<file path="src/rtl/seq_det_pkg.sv">
// Elaboration-time helpers for the serial pattern detector: builds the KMP
// next-state table from a constant pattern, so no pattern logic exists at run time.
package seq_det_pkg;

  localparam int MAX_PAT_LEN = 16;
  localparam int IDX_W       = $clog2(MAX_PAT_LEN);

  // Bit idx of a vector; idx is trimmed to the vector's index width.
  function automatic logic pbit(input logic [MAX_PAT_LEN-1:0] vec, input int idx);
    return vec[idx[IDX_W-1:0]];
  endfunction

  // Longest proper prefix of the full pattern that is also its suffix.
  // Pattern bit i (i-th bit received) lives at pattern[len-1-i].
  function automatic int seq_fail(input logic [MAX_PAT_LEN-1:0] pattern, input int len);
    int   res;
    logic ok;
    res = 0;
    for (int j = len - 1; j >= 1; j--) begin
      if (res == 0) begin
        ok = 1'b1;
        for (int i = 0; i < j; i++)
          if (pbit(pattern, len - 1 - i) != pbit(pattern, j - 1 - i)) ok = 1'b0;
        if (ok) res = j;
      end
    end
    return res;
  endfunction

  // Next state after accepting bit_in in state 'state'. A full match returns the
  // overlapping restart point; the caller forces 0 for non-overlapping mode.
  function automatic int seq_next(input logic [MAX_PAT_LEN-1:0] pattern, input int len,
                                  input int state, input int bit_in);
    logic [MAX_PAT_LEN-1:0] seen;
    logic                   bv;
    logic                   ok;
    int                     res;
    bv  = (bit_in != 0);
    res = 0;
    if (state >= len) return 0;
    if (bv == pbit(pattern, len - 1 - state)) begin
      if (state < len - 1) return state + 1;
      return seq_fail(pattern, len);
    end
    seen = '0;
    for (int i = 0; i < state; i++) seen[i[IDX_W-1:0]] = pbit(pattern, len - 1 - i);
    seen[state[IDX_W-1:0]] = bv;
    for (int j = state; j >= 1; j--) begin
      if (res == 0) begin
        ok = 1'b1;
        for (int i = 0; i < j; i++)
          if (pbit(pattern, len - 1 - i) != pbit(seen, state + 1 - j + i)) ok = 1'b0;
        if (ok) res = j;
      end
    end
    return res;
  endfunction

endpackage

</file>
<file path="src/rtl/sat_counter.sv">
// Saturating up-counter with synchronous clear; a clear coinciding with an
// increment leaves the count at 1 so that event is not lost.
module sat_counter #(
  parameter int W = 8
) (
  input  logic         clk,
  input  logic         reset,
  input  logic         inc,
  input  logic         clr,
  output logic [W-1:0] q
);

  logic [W-1:0] q_q;
  logic [W-1:0] q_d;

  always_ff @(posedge clk or negedge reset) begin
    if (!reset) q_q <= '0;
    else        q_q <= q_d;
  end

  always_comb begin
    q_d = q_q;
    if (clr)                     q_d = inc ? W'(1) : '0;
    else if (inc && q_q != '1)   q_d = q_q + W'(1);
  end

  assign q = q_q;

endmodule

</file>
<file path="src/rtl/seq_detect_param.sv">
// Mealy serial-pattern detector with run-time overlap select and a saturating
// match counter; ps is the number of pattern bits matched so far.
module seq_detect_param
  import seq_det_pkg::*;
#(
  parameter int                 PAT_LEN = 4,
  parameter logic [PAT_LEN-1:0] PATTERN = 4'b1011,
  parameter int                 COUNT_W = 8
) (
  input  logic                       clk,
  input  logic                       reset,
  input  logic                       x,
  input  logic                       x_valid,
  input  logic                       overlap,
  input  logic                       clear_count,
  output logic                       detect,
  output logic [COUNT_W-1:0]         match_count,
  output logic [$clog2(PAT_LEN)-1:0] ps
);

  localparam int                     PS_W       = $clog2(PAT_LEN);
  localparam int                     NUM_ENC    = 2 ** PS_W;
  localparam logic [MAX_PAT_LEN-1:0] PAT_EXT    = MAX_PAT_LEN'(PATTERN);
  localparam logic [PS_W-1:0]        LAST_STATE = PS_W'(PAT_LEN - 1);
  localparam logic [PS_W-1:0]        FAIL_N     = PS_W'(seq_fail(PAT_EXT, PAT_LEN));
  localparam logic                   LAST_BIT   = PATTERN[0];

  logic [PS_W-1:0] ps_q;
  logic [PS_W-1:0] ps_d;
  logic [PS_W-1:0] next_tbl [NUM_ENC][2];

  // Encodings at or above PAT_LEN are filled with 0 so they recover on the next bit.
  for (genvar s = 0; s < NUM_ENC; s++) begin : g_state
    for (genvar b = 0; b < 2; b++) begin : g_bit
      localparam int NX = seq_next(PAT_EXT, PAT_LEN, s, b);
      assign next_tbl[s][b] = PS_W'(NX);
    end
  end

  // x is consumed on every cycle x_valid is high; there is no backpressure,
  // and x is a don't-care whenever x_valid is low.
  always_ff @(posedge clk or negedge reset) begin
    if (!reset) ps_q <= '0;
    else        ps_q <= ps_d;
  end

  always_comb begin
    ps_d = ps_q;
    if (x_valid) begin
      if (detect) ps_d = overlap ? FAIL_N : '0;
      else        ps_d = next_tbl[ps_q][x];
    end
  end

  always_comb begin
    detect = reset && x_valid && (ps_q == LAST_STATE) && (x == LAST_BIT);
  end

  sat_counter #(
    .W (COUNT_W)
  ) u_cnt (
    .clk   (clk),
    .reset (reset),
    .inc   (detect),
    .clr   (clear_count),
    .q     (match_count)
  );

  assign ps = ps_q;

endmodule

</file>
<file path="config.mk">
export PLATFORM = sky130hd
export DESIGN_NAME = seq_detect_param
export DESIGN_NICKNAME = d
export VERILOG_FILES = /design/src/rtl/seq_det_pkg.sv /design/src/rtl/sat_counter.sv /design/src/rtl/seq_detect_param.sv
export SDC_FILE = /design/constraint.sdc
export NUM_CORES = 1
export LEC_CHECK = 0
export CAP_MARGIN = 20
export CELL_PAD_IN_SITES_DETAIL_PLACEMENT = 0
export CELL_PAD_IN_SITES_GLOBAL_PLACEMENT = 2
export CORE_AREA = 2 2 50 52
export CTS_BUF_LIST = sky130_fd_sc_hd__clkbuf_4 sky130_fd_sc_hd__clkbuf_8
export CTS_CLUSTER_DIAMETER = 200
export CTS_CLUSTER_SIZE = 20
export DETAILED_ROUTE_END_ITERATION = 10
export DIE_AREA = 0 0 52 54
export PLACE_DENSITY = 0.79
export SYNTH_ARGS = -nofsm -noshare
export SYNTH_HDL_FRONTEND = slang
export SYNTH_SLANG_ARGS = --single-unit
export TNS_END_PERCENT = 5
</file>
<file path="constraint.sdc">
create_clock -name clk -period 1.88 [get_ports clk]
set_input_delay 0.188 -clock clk [delete_from_list [all_inputs] [get_ports clk]]
set_output_delay 0.188 -clock clk [all_outputs]
set_load 0.02 [all_outputs]
</file>
==> Yosys cells after proc, flatten, opt, wreduce, memory -nomap -nowiden <==
Index checks and enable logic that the tools add are counted.
{ "classes": {"muxes": 11, "eq_ne": 2, "order_cmp": 2, "addsub": 1, "n_reduce_logical": 5, "n_bitwise": 2} }
{ "ops": {"columns": ["op", "n"], "rows": [
  ["2-to-1 mux 8 bit", 2],
  ["adder 8 x 1 -> 8 bit (second input constant)", 1],
  ["binary-select mux 4 bit (select 2 bit)", 1],
  ["2-to-1 mux 2 bit", 4],
  ["2-to-1 mux 4 bit", 2],
  ["inequality test 8 bit (second input constant)", 1],
  ["logical AND 1 bit", 4],
  [">= comparator 3 bit (second input constant)", 1],
  ["NOT 2 -> 3 bit", 1],
  ["equality test 2 bit (second input constant)", 1],
  [">= comparator 2 bit (second input constant)", 1],
  ["2-to-1 mux 1 bit", 2],
  ["NOT 1 -> 2 bit", 1],
  ["nonzero test 2 bit", 1]
]} }
{ "totals": {"inputBits": 6, "register_bits": 10, "word_cells": 25, "output_inout_bits": 11} }

==> Logic depth before layout (Yosys ltp) <==
Gate-level depths: netlist (run 1).
{ "depth": {"word_depth": 8, "depth_mapped": 4, "depth_no_buf": 4} }

==> By module <==
From an unflattened synthesis (run 1), not the netlist that was laid out.
{ "hier_totals": {"cells_unflattened": 58, "hier_area_um2": 570.5} }
{ "by_module_without_submodules": {"columns": ["mod", "cells_each", "seq_area_each_um2", "area_per_inst_um2", "n_inst"], "rows": [
  ["sat_counter", 47, 200.2, 473.0, 1],
  ["seq_detect_param", 11, 50.0, 97.6, 1]
]} }

==> Least setup slack after synthesis (run 1) <==
OpenSTA, ideal clock, no wires.
{ "synth_timing": {"path_type": "reg2reg", "start": "reg u_cnt.q_q[0], in the netlist u_cnt.q[0]", "end": "reg u_cnt.q_q[0], in the netlist u_cnt.q[0]", "period_less_slack_ns": 1.608, "required_time_ns": 1.793, "path_buffers": 0, "slack_ns": 0.272, "stages_incl_launch_ff": 5, "setup_time_ns": 0.087, "t_arrival_ns": 1.521, "path_cell_list": "dfrtp_1 > ha_1 > and4_1 > a2111o_1 > o211ai_1"} }
{ "synth_between": {"elab_chain_len": 3, "word_cells_on_any_way": 6, "classes_between": "add/sub (1); eq/ne (1); mux (2); reduce/logical (2)"} }
{ "synth_lines": {"columns": ["element", "line_no", "rtl"], "rows": [
  ["start: declaration", "sat_counter.sv:13", "logic [W-1:0] q_q;"],
  ["start signal: assignment", "sat_counter.sv:18", "else q_q <= q_d;"],
  ["adder 8 x 1 -> 8 bit / inequality test 8 bit (equally long branches)", "sat_counter.sv:24", "else if (inc && q_q != '1) q_d = q_q + W'(1);"],
  ["2-to-1 mux 8 bit / logical AND 1 bit (equally long branches)", "sat_counter.sv:24", null],
  ["2-to-1 mux 8 bit / nonzero test 2 bit (equally long branches)", null, null]
]} }
Several ways; a longest one is shown, not always the timed one. The select of a mux whose other input is x is not followed.
A chain may end at the register's enable or synchronous reset.

==> Worst setup path after layout (run 1) <==
{ "layout_timing": {"start": "reg u_cnt.q_q[1], in the netlist u_cnt.q[1]", "end": "reg u_cnt.q_q[1], in the netlist u_cnt.q[1]"} }
Same word-level chain as after synthesis.

==> metrics.md, run 1 <==
| Metric | Value |
|---|---|
| Largest net degree at the start of global routing | `13` |
| Sink Count | `10` |
| Detailed Routing Iterations Pass 1 | `4` |
| Worst Hold Class | `in -> async` |
| GPL Wtd Cong | `0.8401` |
| Critical path required time | `2070 ps` |
| Arr. time, crit path | `1800 ps` |
| Initial antenna violation count | `0` |
| Relative max-transition margin | `72.53%` |
| Syn-to-layout area delta | `43.08%` |
| CTS Buffer Depth | `2` |
| Vias per cell | `5.322` |
| DRT Wirelength | `1.629 mm` |
| Flops & latches, synth | `10` |
| Minimum clock period | `1615 ps` |
| MaxCap Viol Count | `0` |
| Max-slew violations | `0` |
| DP Wirelength | `1.275 mm` |
| Synthesized instance count | `62` |
| Gr ovfl total | `0` |
| Status | `finished, final reports clean` |
| Antenna cells | `0` |
| CTS buffer count | `3` |
| Setup Crit Path Kind | `reg -> reg` |
| RSZ-0062 raised after global routing | `false` |
| CTS tree | `done` |
| Die width | `52 µm` |
| Distinct cell type count of the synthesized netlist | `31` |
| Initial DRC Count | `19` |
| Mean Syn Cell Area | `10.49 µm²` |
| Worst skew pair latency | `270 ps` |
| IR drop worst, VDD | `0.2029 mV` |
| DR vias | `628` |
| Row Count | `18` |
| Clock transition at path regs | `70 ps` |
| CTS Root Cell | `clkbuf_4` |
| Sequential element share of the synthesized area | `38.46%` |
| PortBufs | `16` |
| Hold Vio Cnt, Final | `0` |
| I/O Pins | `17` |
| FMAX | `619.3 MHz` |
| Die ar. | `2808 µm²` |
| EDFF count, synth | `0` |
| # setup viols final | `0` |
| Post-synth net total | `69` |
| Placeable Area | `2320 µm²` |
| Power Density | `485.2 nW/µm²` |
| Share of post-route cells with drive strength above 1 | `21.59%` |
| Dominant synthesized flop cell | `dfrtp_1` |
| # DRC | `0` |
| Post-layout util | `40.13%` |
| Vias in the first global route | `609` |
| Leakage power | `0.0003798 µW` |
| Total GRT Usage | `13.93%` |
| ANT nets after route | `0` |
| Startpoint Class | `flip-flop` |
| Clock Skew | `2.397 ps` |
| Initial core utilization | `28.05%` |
| Post-CTS Setup Bufs | `0` |
| Synthesized area | `650.6 µm²` |
| Asr flop ratio synth | `100.0%` |
| Worst-Margin Slew | `410.7 ps` |
| Critical path peak fanout | `7` |
| Reg2Reg Depth | `4` |
| WL/cell | `13.81 µm` |
| Nets | `97` |
| DIE HEIGHT | `54 µm` |
| Worst setup EP type | `flip-flop` |
| Yosys warns | `0` |
| Setup TNS | `0 ps` |
| Global-route wire length before repair | `2.801 mm` |
| Tcrit/Tclk final | `85.89%` |
| H-tree depth | `1` |
-- critical path, cell delays in order (launching register included) --
cell and delay [ps]:
dfrtp_1 420, ha_1 300, and4_1 290, a211oi_2 300, mux2i_1 220
-- cell usage in the layout (no fill, tap or decap), drive strengths merged, types with 2 or more instances in the layout --
master,count
clkbuf,3
and2,2
dfrtp,10
o21ai,2
buf,8
nand3,3
and3,4
a31oi,2
a211oi,3
nand2b,3
inv,3
mux2,2
clkdlybuf4s50,15
nor2b,2
a311oi,3
nor2,3
nand2,4
nand4,2
o211ai,2
-- routing by layer --
metal | track usage [%] | part of all wire (%)
met1 | 16.86 | 45
met2 | 22.15 | 45
met3 | 3.889 | 7.3
met4 | 7.895 | 3.1
met5 | 0 | 0
-- final cells by class --
type / instances / area [µm²]
inverters: 3 / 11.26
well taps: 30 / 37.54
fillers: 236 / 1389
repair buffers: 24 / 222.7
clock buffers: 3 / 22.52
multi-input cells: 48 / 385.4
flip-flops and latches: 10 / 251.5
-- sequential cells by signal (all words and copies together), names as in the netlist --
name	flops
u_cnt.q	8
ps	2
-- synth_stat cells, drive strengths merged (3+ instances only) --
| cell | number | area [µm²] |
|---|---|---|
| nor2 | 3 | 11.26 |
| nand2 | 4 | 15.01 |
| nand2b | 3 | 18.77 |
| a311oi | 3 | 26.28 |
| inv | 3 | 11.26 |
| nand3 | 3 | 15.01 |
| and3 | 4 | 30.03 |
| dfrtp | 10 | 250.2 |
| a211oi | 3 | 27.52 |
-- path summary, 6_finish.rpt --
check / from / endpoint / slack, ps
max: u_cnt.q[1]$_DFFE_PN0P_ / u_cnt.q[1]$_DFFE_PN0P_ / 270
min: reset / u_cnt.q[4]$_DFFE_PN0P_ / 350
max reg2reg: u_cnt.q[1]$_DFFE_PN0P_ / u_cnt.q[1]$_DFFE_PN0P_ / 270
min reg2reg: u_cnt.q[3]$_DFFE_PN0P_ / u_cnt.q[3]$_DFFE_PN0P_ / 560
max in group asynchronous: reset / ps[0]$_DFFE_PN0P_ / 1380
min in group clk: u_cnt.q[3]$_DFFE_PN0P_ / u_cnt.q[3]$_DFFE_PN0P_ / 560
-- through the flow --
| stage | setup WS [ps] | hold slack (ps) | cell area (µm²) | power [µW] | cells |
|---|---|---|---|---|---|
| final | 265.2 | 351.5 | 930.9 | 451.7 | 118 |
| after global routing | 165.2 | 371.4 | 930.9 | 474.0 | 118 |
| after CTS | 29.13 | 354.8 | 928.4 | 452.4 | 118 |
| after detailed placement | 32.39 | 540.6 | 904.6 | 305.7 | 115 |
| after global placement | 58.00 | 556.2 | 904.6 | 304.9 | 115 |
| after floorplan | 272.3 | -107.6 | 650.6 | 258.2 | 62 |
-- what timing repair did --
action | CTS | global route
hold endpoints to repair | 0 | 0
gates resized for setup | 1 | 1
setup endpoints to repair | 1 | 1
hold buffers | 0 | 0
gates cloned | 0 | 0
-- cells by family (layout without fill, tap and decap cells) --
| logic type | after synthesis | in the layout | share of synthesized area, % |
|---|---|---|---|
| adder cells (fa/ha/maj) | 1 | 1 | 1.923 |
| buffers and inverters | 4 | 30 | 2.307 |
| AO/OA/AOI/OAI | 19 | 19 | 26.15 |
| AND/OR/NAND/NOR | 25 | 25 | 26.15 |
| flip-flops | 10 | 10 | 38.46 |
| multiplexers | 3 | 3 | 5.000 |
-- power breakdown --
group	leakage, µW	internal (µW)	switching, µW
Sequential	0.000136	221	11.3
Combinational	0.000230	34.6	34.7
Clock	0.0000138	74.0	76.0
Total	0.000380	330	122
No activity file was read; power rests on OpenSTA's default activity.
==> inputs of run 2 (changes only) <==
--- a/config.mk
+++ b/config.mk
@@ -8,14 +8,15 @@
 export CAP_MARGIN = 20
 export CELL_PAD_IN_SITES_DETAIL_PLACEMENT = 0
 export CELL_PAD_IN_SITES_GLOBAL_PLACEMENT = 2
-export CORE_AREA = 2 2 50 52
+export CORE_AREA = 2 2 49 51
 export CTS_BUF_LIST = sky130_fd_sc_hd__clkbuf_4 sky130_fd_sc_hd__clkbuf_8
 export CTS_CLUSTER_DIAMETER = 200
 export CTS_CLUSTER_SIZE = 20
 export DETAILED_ROUTE_END_ITERATION = 10
-export DIE_AREA = 0 0 52 54
-export PLACE_DENSITY = 0.79
+export DIE_AREA = 0 0 51 53
+export PLACE_DENSITY = 0.77
 export SYNTH_ARGS = -nofsm -noshare
 export SYNTH_HDL_FRONTEND = slang
+export SYNTH_HIERARCHICAL = 1
 export SYNTH_SLANG_ARGS = --single-unit
 export TNS_END_PERCENT = 5
==> constraint.sdc (replaced) <==
create_clock -name clk -period 1.88 [get_ports clk]
set_input_delay 0.188 -clock clk [delete_from_list [all_inputs] [get_ports clk]]
set_output_delay 0.188 -clock clk [all_outputs]
set_load 0.01 [all_outputs]
==> run 2 against run 1 <==
Routed wire length fell by 12%. Clock skew rose by 0.72 ps. Total power up 4.5%. Critical endpoint is now u_cnt/q[5]$_DFFE_PN0P_. Largest power group unchanged.
==> metrics.md, run 2 <==
| Metric | Value |
|---|---|
| Leakage power | `0.0003586 µW` |
| Worst skew pair latency | `260 ps` |
| Hold WS | `246.9 ps` |
| DRT Wirelength | `1.431 mm` |
| Setup TNS | `0 ps` |
| CTS tree | `done` |
| Worst r2r src | `ps[0]$_DFFE_PN0P_` |
| Share of post-route cells with drive strength above 1 | `19.51%` |
| Reg2Reg Depth | `7` |
| Critical-path top delay cell | `clkdlybuf4s50_1` |
| Dominant synthesized flop cell | `dfrtp_1` |
| EDFF count, synth | `0` |
| Initial core utilization | `26.56%` |
| Worst reg2reg path endpoint | `u_cnt/q[5]$_DFFE_PN0P_` |
| Worst Hold Class | `in -> async` |
| Worst setup EP type | `flip-flop` |
| Total GRT Usage | `11.97%` |
| Fill cells | `228` |
| Setup Crit Path Kind | `in -> reg` |
| DP Wirelength | `1.037 mm` |
| Initial DRC Count | `6` |
| Gr ovfl total | `0` |
| Initial antenna violation count | `0` |
| MaxCap Viol Count | `0` |
| Yosys warns | `6` |
| Worst-Margin Slew | `392.8 ps` |
| CTS Buffer Depth | `2` |
| Asr flop ratio synth | `100.0%` |
| Arr. time, crit path | `1860 ps` |
| Hold Vio Cnt, Final | `0` |
| Post-synth net total | `65` |
| Antenna cells | `0` |
| Worst slack, placed | `-48.50 ps` |
| Detailed Routing Iterations Pass 1 | `4` |
| Power Density | `559.8 nW/µm²` |
| Startpoint Class | `primary input` |
| Minimum clock period | `1727 ps` |
| Vias per cell | `4.891` |
| CTS buffer count | `3` |
| Setup ws final | `152.6 ps` |
| PortBufs | `16` |
| Sink Count | `10` |
| Sequential element share of the synthesized area | `43.86%` |
| Clock Skew | `3.117 ps` |
| WL/cell | `13.01 µm` |
| Die ar. | `2703 µm²` |
| DR vias | `538` |
| Mean Syn Cell Area | `9.837 µm²` |
| Placeable Area | `2148 µm²` |
| # setup viols final | `0` |
| Tot Pwr | `472.1 µW` |
| Worst path max stage delay | `490 ps` |
| IR drop worst, VDD | `0.2142 mV` |
| Global-route wire length before repair | `2.352 mm` |
| Ranking of synthesized cells by area | `dfrtp_1, a21oi_1, nand2b_1, nand2_1, o21ai_0` |
| Critical path peak fanout | `6` |
| DIE HEIGHT | `53 µm` |
| Vias in the first global route | `505` |
| Tcrit/Tclk final | `91.88%` |
| Commonest non-fill, non-tap cell in the layout | `clkdlybuf4s50_1` |
| Register Area | `250.2 µm²` |
| Synthesized instance count | `58` |
| Most numerous cell in the Yosys netlist | `dfrtp_1` |
| Multi-input gate area | `299.0 µm²` |
| Synthesized area | `570.5 µm²` |
| Nets | `90` |
| Hold Buf Count CTS | `0` |
| Flop-to-flop setup slack | `170 ps` |
| Relative max-transition margin | `73.73%` |
| Distinct cell type count of the synthesized netlist | `30` |
| RSZ-0062 raised after global routing | `false` |
| CP dominant cell by count | `buf_4` |
| Die width | `51 µm` |
| Post-synth top area share | `43.86%` |
| Area leader, netlist | `dfrtp_1` |
| Largest net degree at the start of global routing | `12` |
| I/O Pins | `17` |
| Worst path cell trace | `clkdlybuf4s50_1 > nand2_1 > nor3_2 > buf_4 > buf_4 > nand4_2 > a2111oi_2 > nor3b_1` |
| FMAX | `578.9 MHz` |
| Max FFs per register | `8` |
| CTS Root Cell | `clkbuf_4` |
| Post-synth top cells | `dfrtp_1, a21oi_1, nand2_1` |
| H-tree depth | `1` |
| Status | `finished, final reports clean` |
| # DRC | `0` |
| ANT nets after route | `0` |
| Row Count | `17` |
| Commonest non-fill, non-tap cells in the layout | `clkdlybuf4s50_1, dfrtp_1, buf_4, nand2_1, a21oi_1` |
| Critical path required time | `2010 ps` |
| Clock transition at path regs | `70 ps` |
| Syn-to-layout area delta | `47.81%` |
| GPL Wtd Cong | `0.7246` |
| Flops & latches, synth | `10` |
| Max-slew violations | `0` |
run 2: timing repair:
action | 4_1_cts | 5_1_grt
resized for setup | 0 | 2
endpoints found under the setup margin | 0 | 1
setup buffers | 0 | 1
run 2: final cells by class:
cell class	count	area share [%]
clock buffer	4	4.303
tap	28	4.154
multi-input combinational	42	35.46
sequential	10	29.67
inverter	4	1.780
timing repair buffer	22	24.63
run 2: critical path: cells and delay by family:
kind                   cells  cell delay, ps
AOI/OAI and AO/OA          1             370
and+or+nand+nor            4             550
buffers and inverters      3             750
run 2: cell families (layout without fill, tap and decap cells):
kind of cell | Yosys count | count (layout) | synth area share (%)
buffers and inverters | 6 | 30 | 4.604
adder cells (fa/ha/maj) | 1 | 1 | 2.193
AND/OR/NAND/NOR | 21 | 21 | 23.46
AO/OA/AOI/OAI | 19 | 19 | 24.12
multiplexers | 1 | 1 | 1.754
flip-flops | 10 | 10 | 43.86
run 2: stage by stage:
stage	util, %	std cells	cell area, µm²
finish	39.25	110	843.3
global route	39.25	110	843.3
CTS	38.56	109	828.3
detailed placement	36.87	105	792.0
global placement	36.87	105	792.0
floorplan	-	58	570.5
run 2: routing by layer:
metal | track usage [%] | vias to the layer above | wire, µm
li1 | - | 266 | -
met1 | 15.16 | 256 | 665
met2 | 18.83 | 14 | 697
met3 | 1.695 | 2 | 42
met4 | 8.108 | 0 | 26
met5 | 0 | - | 0
run 2: how the worst max path moves through the flow:
stage                           start                     end  cells past startpoint
floorplan           ps[0]$_DFFE_PN0P_  u_cnt/q[5]$_DFFE_PN0P_                      5
global placement              x_valid  u_cnt/q[5]$_DFFE_PN0P_                      7
detailed placement            x_valid  u_cnt/q[5]$_DFFE_PN0P_                      7
CTS                 ps[0]$_DFFE_PN0P_                  detect                      4
global route        ps[0]$_DFFE_PN0P_  u_cnt/q[5]$_DFFE_PN0P_                      7
finish                        x_valid  u_cnt/q[5]$_DFFE_PN0P_                      8
run 2: where the power goes:
| part | leakage (µW) | switching (µW) | total (µW) | internal [µW] |
|---|---|---|---|---|
| clock | 0.0000210 | 74.1 | 192 | 117 |
| sequential | 0.000137 | 5.44 | 226 | 221 |
| combinational | 0.000201 | 23.9 | 54.4 | 30.5 |
| total | 0.000359 | 103 | 472 | 369 |
==> inputs of run 3 (changes only) <==
--- a/config.mk
+++ b/config.mk
@@ -11,7 +11,7 @@
 export CORE_AREA = 2 2 49 51
 export CTS_BUF_LIST = sky130_fd_sc_hd__clkbuf_4 sky130_fd_sc_hd__clkbuf_8
 export CTS_CLUSTER_DIAMETER = 200
-export CTS_CLUSTER_SIZE = 20
+export CTS_CLUSTER_SIZE = 28
 export DETAILED_ROUTE_END_ITERATION = 10
 export DIE_AREA = 0 0 51 53
 export PLACE_DENSITY = 0.77
==> constraint.sdc (replaced) <==
create_clock -name clk -period 1.88 [get_ports clk]
set_input_delay 0.188 -clock clk [delete_from_list [all_inputs] [get_ports clk]]
set_output_delay 0.188 -clock clk [all_outputs]
set_load 0.1 [all_outputs]
==> run 3 against run 2 <==
Final cell count shrank 1.8%. Critical endpoint is now detect. Sequential share of layout area grew 1.5 points. Largest cell class unchanged. Non-clock buffer count shrank 1. Clock power shrank 25%. Flip-flop and latch count is the same. Die area is the same. Sequential power grew 2%. Global-route usage grew 0.12 points. Routed wire length grew 0.49%.
==> metrics.md, run 3 (same netlist as run 2, synthesis figures left out) <==
| Metric | Value |
|---|---|
| Commonest non-fill, non-tap cell in the layout | `buf_4` |
| MaxCap Viol Count | `0` |
| Antenna cells | `0` |
| Global-route wire length before repair | `2.346 mm` |
| Commonest non-fill, non-tap cells in the layout | `buf_4, dfrtp_1, clkdlybuf4s50_1, a21oi_1` |
| Vias in the first global route | `516` |
| H-tree depth | `1` |
| Row Count | `17` |
| Nets | `89` |
| CTS Buffer Depth | `2` |
| Vias per cell | `5.000` |
| Sequential share of power | `49.0%` |
| Setup Crit Path Kind | `in -> out` |
| Detailed Routing Iterations Pass 1 | `4` |
| Power Density | `570.2 nW/µm²` |
| Clock Skew | `1.440 ps` |
| CTS tree | `done` |
| Hold Vio Cnt, Final | `0` |
| Sw Share | `30.76%` |
| Die width | `51 µm` |
| Gr ovfl total | `0` |
| Clock power frac | `30.6%` |
| # setup viols final | `0` |
| Critical path required time | `1690 ps` |
| Dpl cells | `105` |
| Placed instance area | `803.3 µm²` |
| Initial antenna violation count | `0` |
| Max-slew violations | `0` |
| Syn-to-layout area delta | `44.74%` |
| Status | `finished, final reports clean` |
| DIE HEIGHT | `53 µm` |
| IR drop worst, VDD | `0.2375 mV` |
| Arr. time, crit path | `1380 ps` |
| ANT nets after route | `0` |
| Clock transition at path regs | `60 ps` |
| Setup TNS | `0 ps` |
| P_int | `326.0 µW` |
| DP Wirelength | `1.067 mm` |
| Minimum clock period | `1566 ps` |
| Worst setup EP type | `primary output` |
| Sink Count | `10` |
| RSZ-0062 raised after global routing | `false` |
| Net Sw Power | `144.8 µW` |
| Largest net degree at the start of global routing | `12` |
| Hold Buf Count CTS | `0` |
| Worst-Margin Slew | `364.4 ps` |
| Relative max-transition margin | `75.63%` |
| Max FFs per register | `8` |
| # DRC | `0` |
| Initial DRC Count | `14` |
| Flop-to-flop setup slack | `360 ps` |
| Worst Hold Class | `in -> async` |
| WL/cell | `13.31 µm` |
| Placeable Area | `2148 µm²` |
| I/O Pins | `17` |
| PostCTS Resize Cnt | `0` |
| Initial core utilization | `26.56%` |
| Reg2Reg Depth | `6` |
| Startpoint Class | `primary input` |
| DR vias | `540` |
| Fin cells | `108` |
| Total GRT Usage | `12.09%` |
| Leakage power | `0.0003594 µW` |
| Post-CTS Setup Bufs | `0` |
| CTS Root Cell | `clkbuf_4` |
| Tcrit/Tclk final | `83.31%` |
| Critical Path Start | `x_valid` |
| FMAX | `638.5 MHz` |
| GPL Wtd Cong | `0.7363` |
| Crit path to | `detect` |
| DRT Wirelength | `1.438 mm` |
| Worst skew pair latency | `260 ps` |
| CTS buffer count | `3` |
| PortBufs | `16` |
| Worst r2r src | `ps[0]$_DFFE_PN0P_` |
| Logic gate share of total power | `20.4%` |
| Cell area after layout | `825.8 µm²` |
| Critical path peak fanout | `4` |
| Die ar. | `2703 µm²` |
| Worst reg2reg path endpoint | `u_cnt/q[5]$_DFFE_PN0P_` |
| Share of post-route cells with drive strength above 1 | `35.00%` |
-- run 3: cell types whose count changed in the layout (fill, tap and decap cells not counted), sizes merged --
cell           delta
buf              +10
clkdlybuf4s50    -10
clkbuf            -1
dlymetal6s2s      -1
-- run 3: area by class of cell --
cell class,count,area [µm²]
tap,28,35.03
timing repair buffer,21,182.7
fill,225,1323
inverter,4,15.01
sequential,10,257.7
clock buffer,3,22.52
multi-input combinational,42,312.8
-- run 3: worst min-delay path by stage --
stage	startpoint	endpoint	slack (ps)	cells past startpoint
6_report	reset	ps[1]$_DFFE_PN0P_	260	2
5_1_grt	reset	u_cnt/q[5]$_DFFE_PN0P_	280	2
4_1_cts	reset	ps[1]$_DFFE_PN0P_	260	2
3_5_place_dp	reset	u_cnt/q[3]$_DFFE_PN0P_	540	2
3_3_place_gp	reset	u_cnt/q[3]$_DFFE_PN0P_	540	2
2_1_floorplan	reset	u_cnt/q[0]$_DFFE_PN0P_	-110	0
-- run 3: metrics by stage --
| step | util (%) | worst slack [ps] | power, µW | hold WS, ps |
|---|---|---|---|---|
| floorplan | - | -574.6 | 295.2 | -107.6 |
| global placement | 37.39 | 91.50 | 331.3 | 540.7 |
| detailed placement | 37.39 | 56.66 | 331.3 | 537.3 |
| CTS | 38.44 | 313.0 | 478.7 | 258.0 |
| global route | 38.44 | 225.4 | 499.1 | 275.7 |
| finish | 38.44 | 313.8 | 470.8 | 260.2 |
-- run 3: worst max-delay path, stage by stage --
cell	delay (ps)
clkdlybuf4s50_1	530
nand2_4	70
nor3_4	240
buf_4	170
buf_12	160
-- run 3: routing by layer --
| layer | wire [µm] | GRT usage, % |
|---|---|---|
| met4 | 13 | 5.405 |
| met2 | 638 | 17.53 |
| met5 | 0 | 0 |
| met3 | 90 | 5.367 |
| met1 | 695 | 15.33 |
-- run 3: power groups by stage --
stage	logic (µW)	clock network (µW)	registers (µW)
final	96.0	144	231
after global routing	102	166	232
after CTS	96.9	151	231
after detailed placement	96.4	0	235
after global placement	96.2	0	235
after floorplan	19.2	0	276
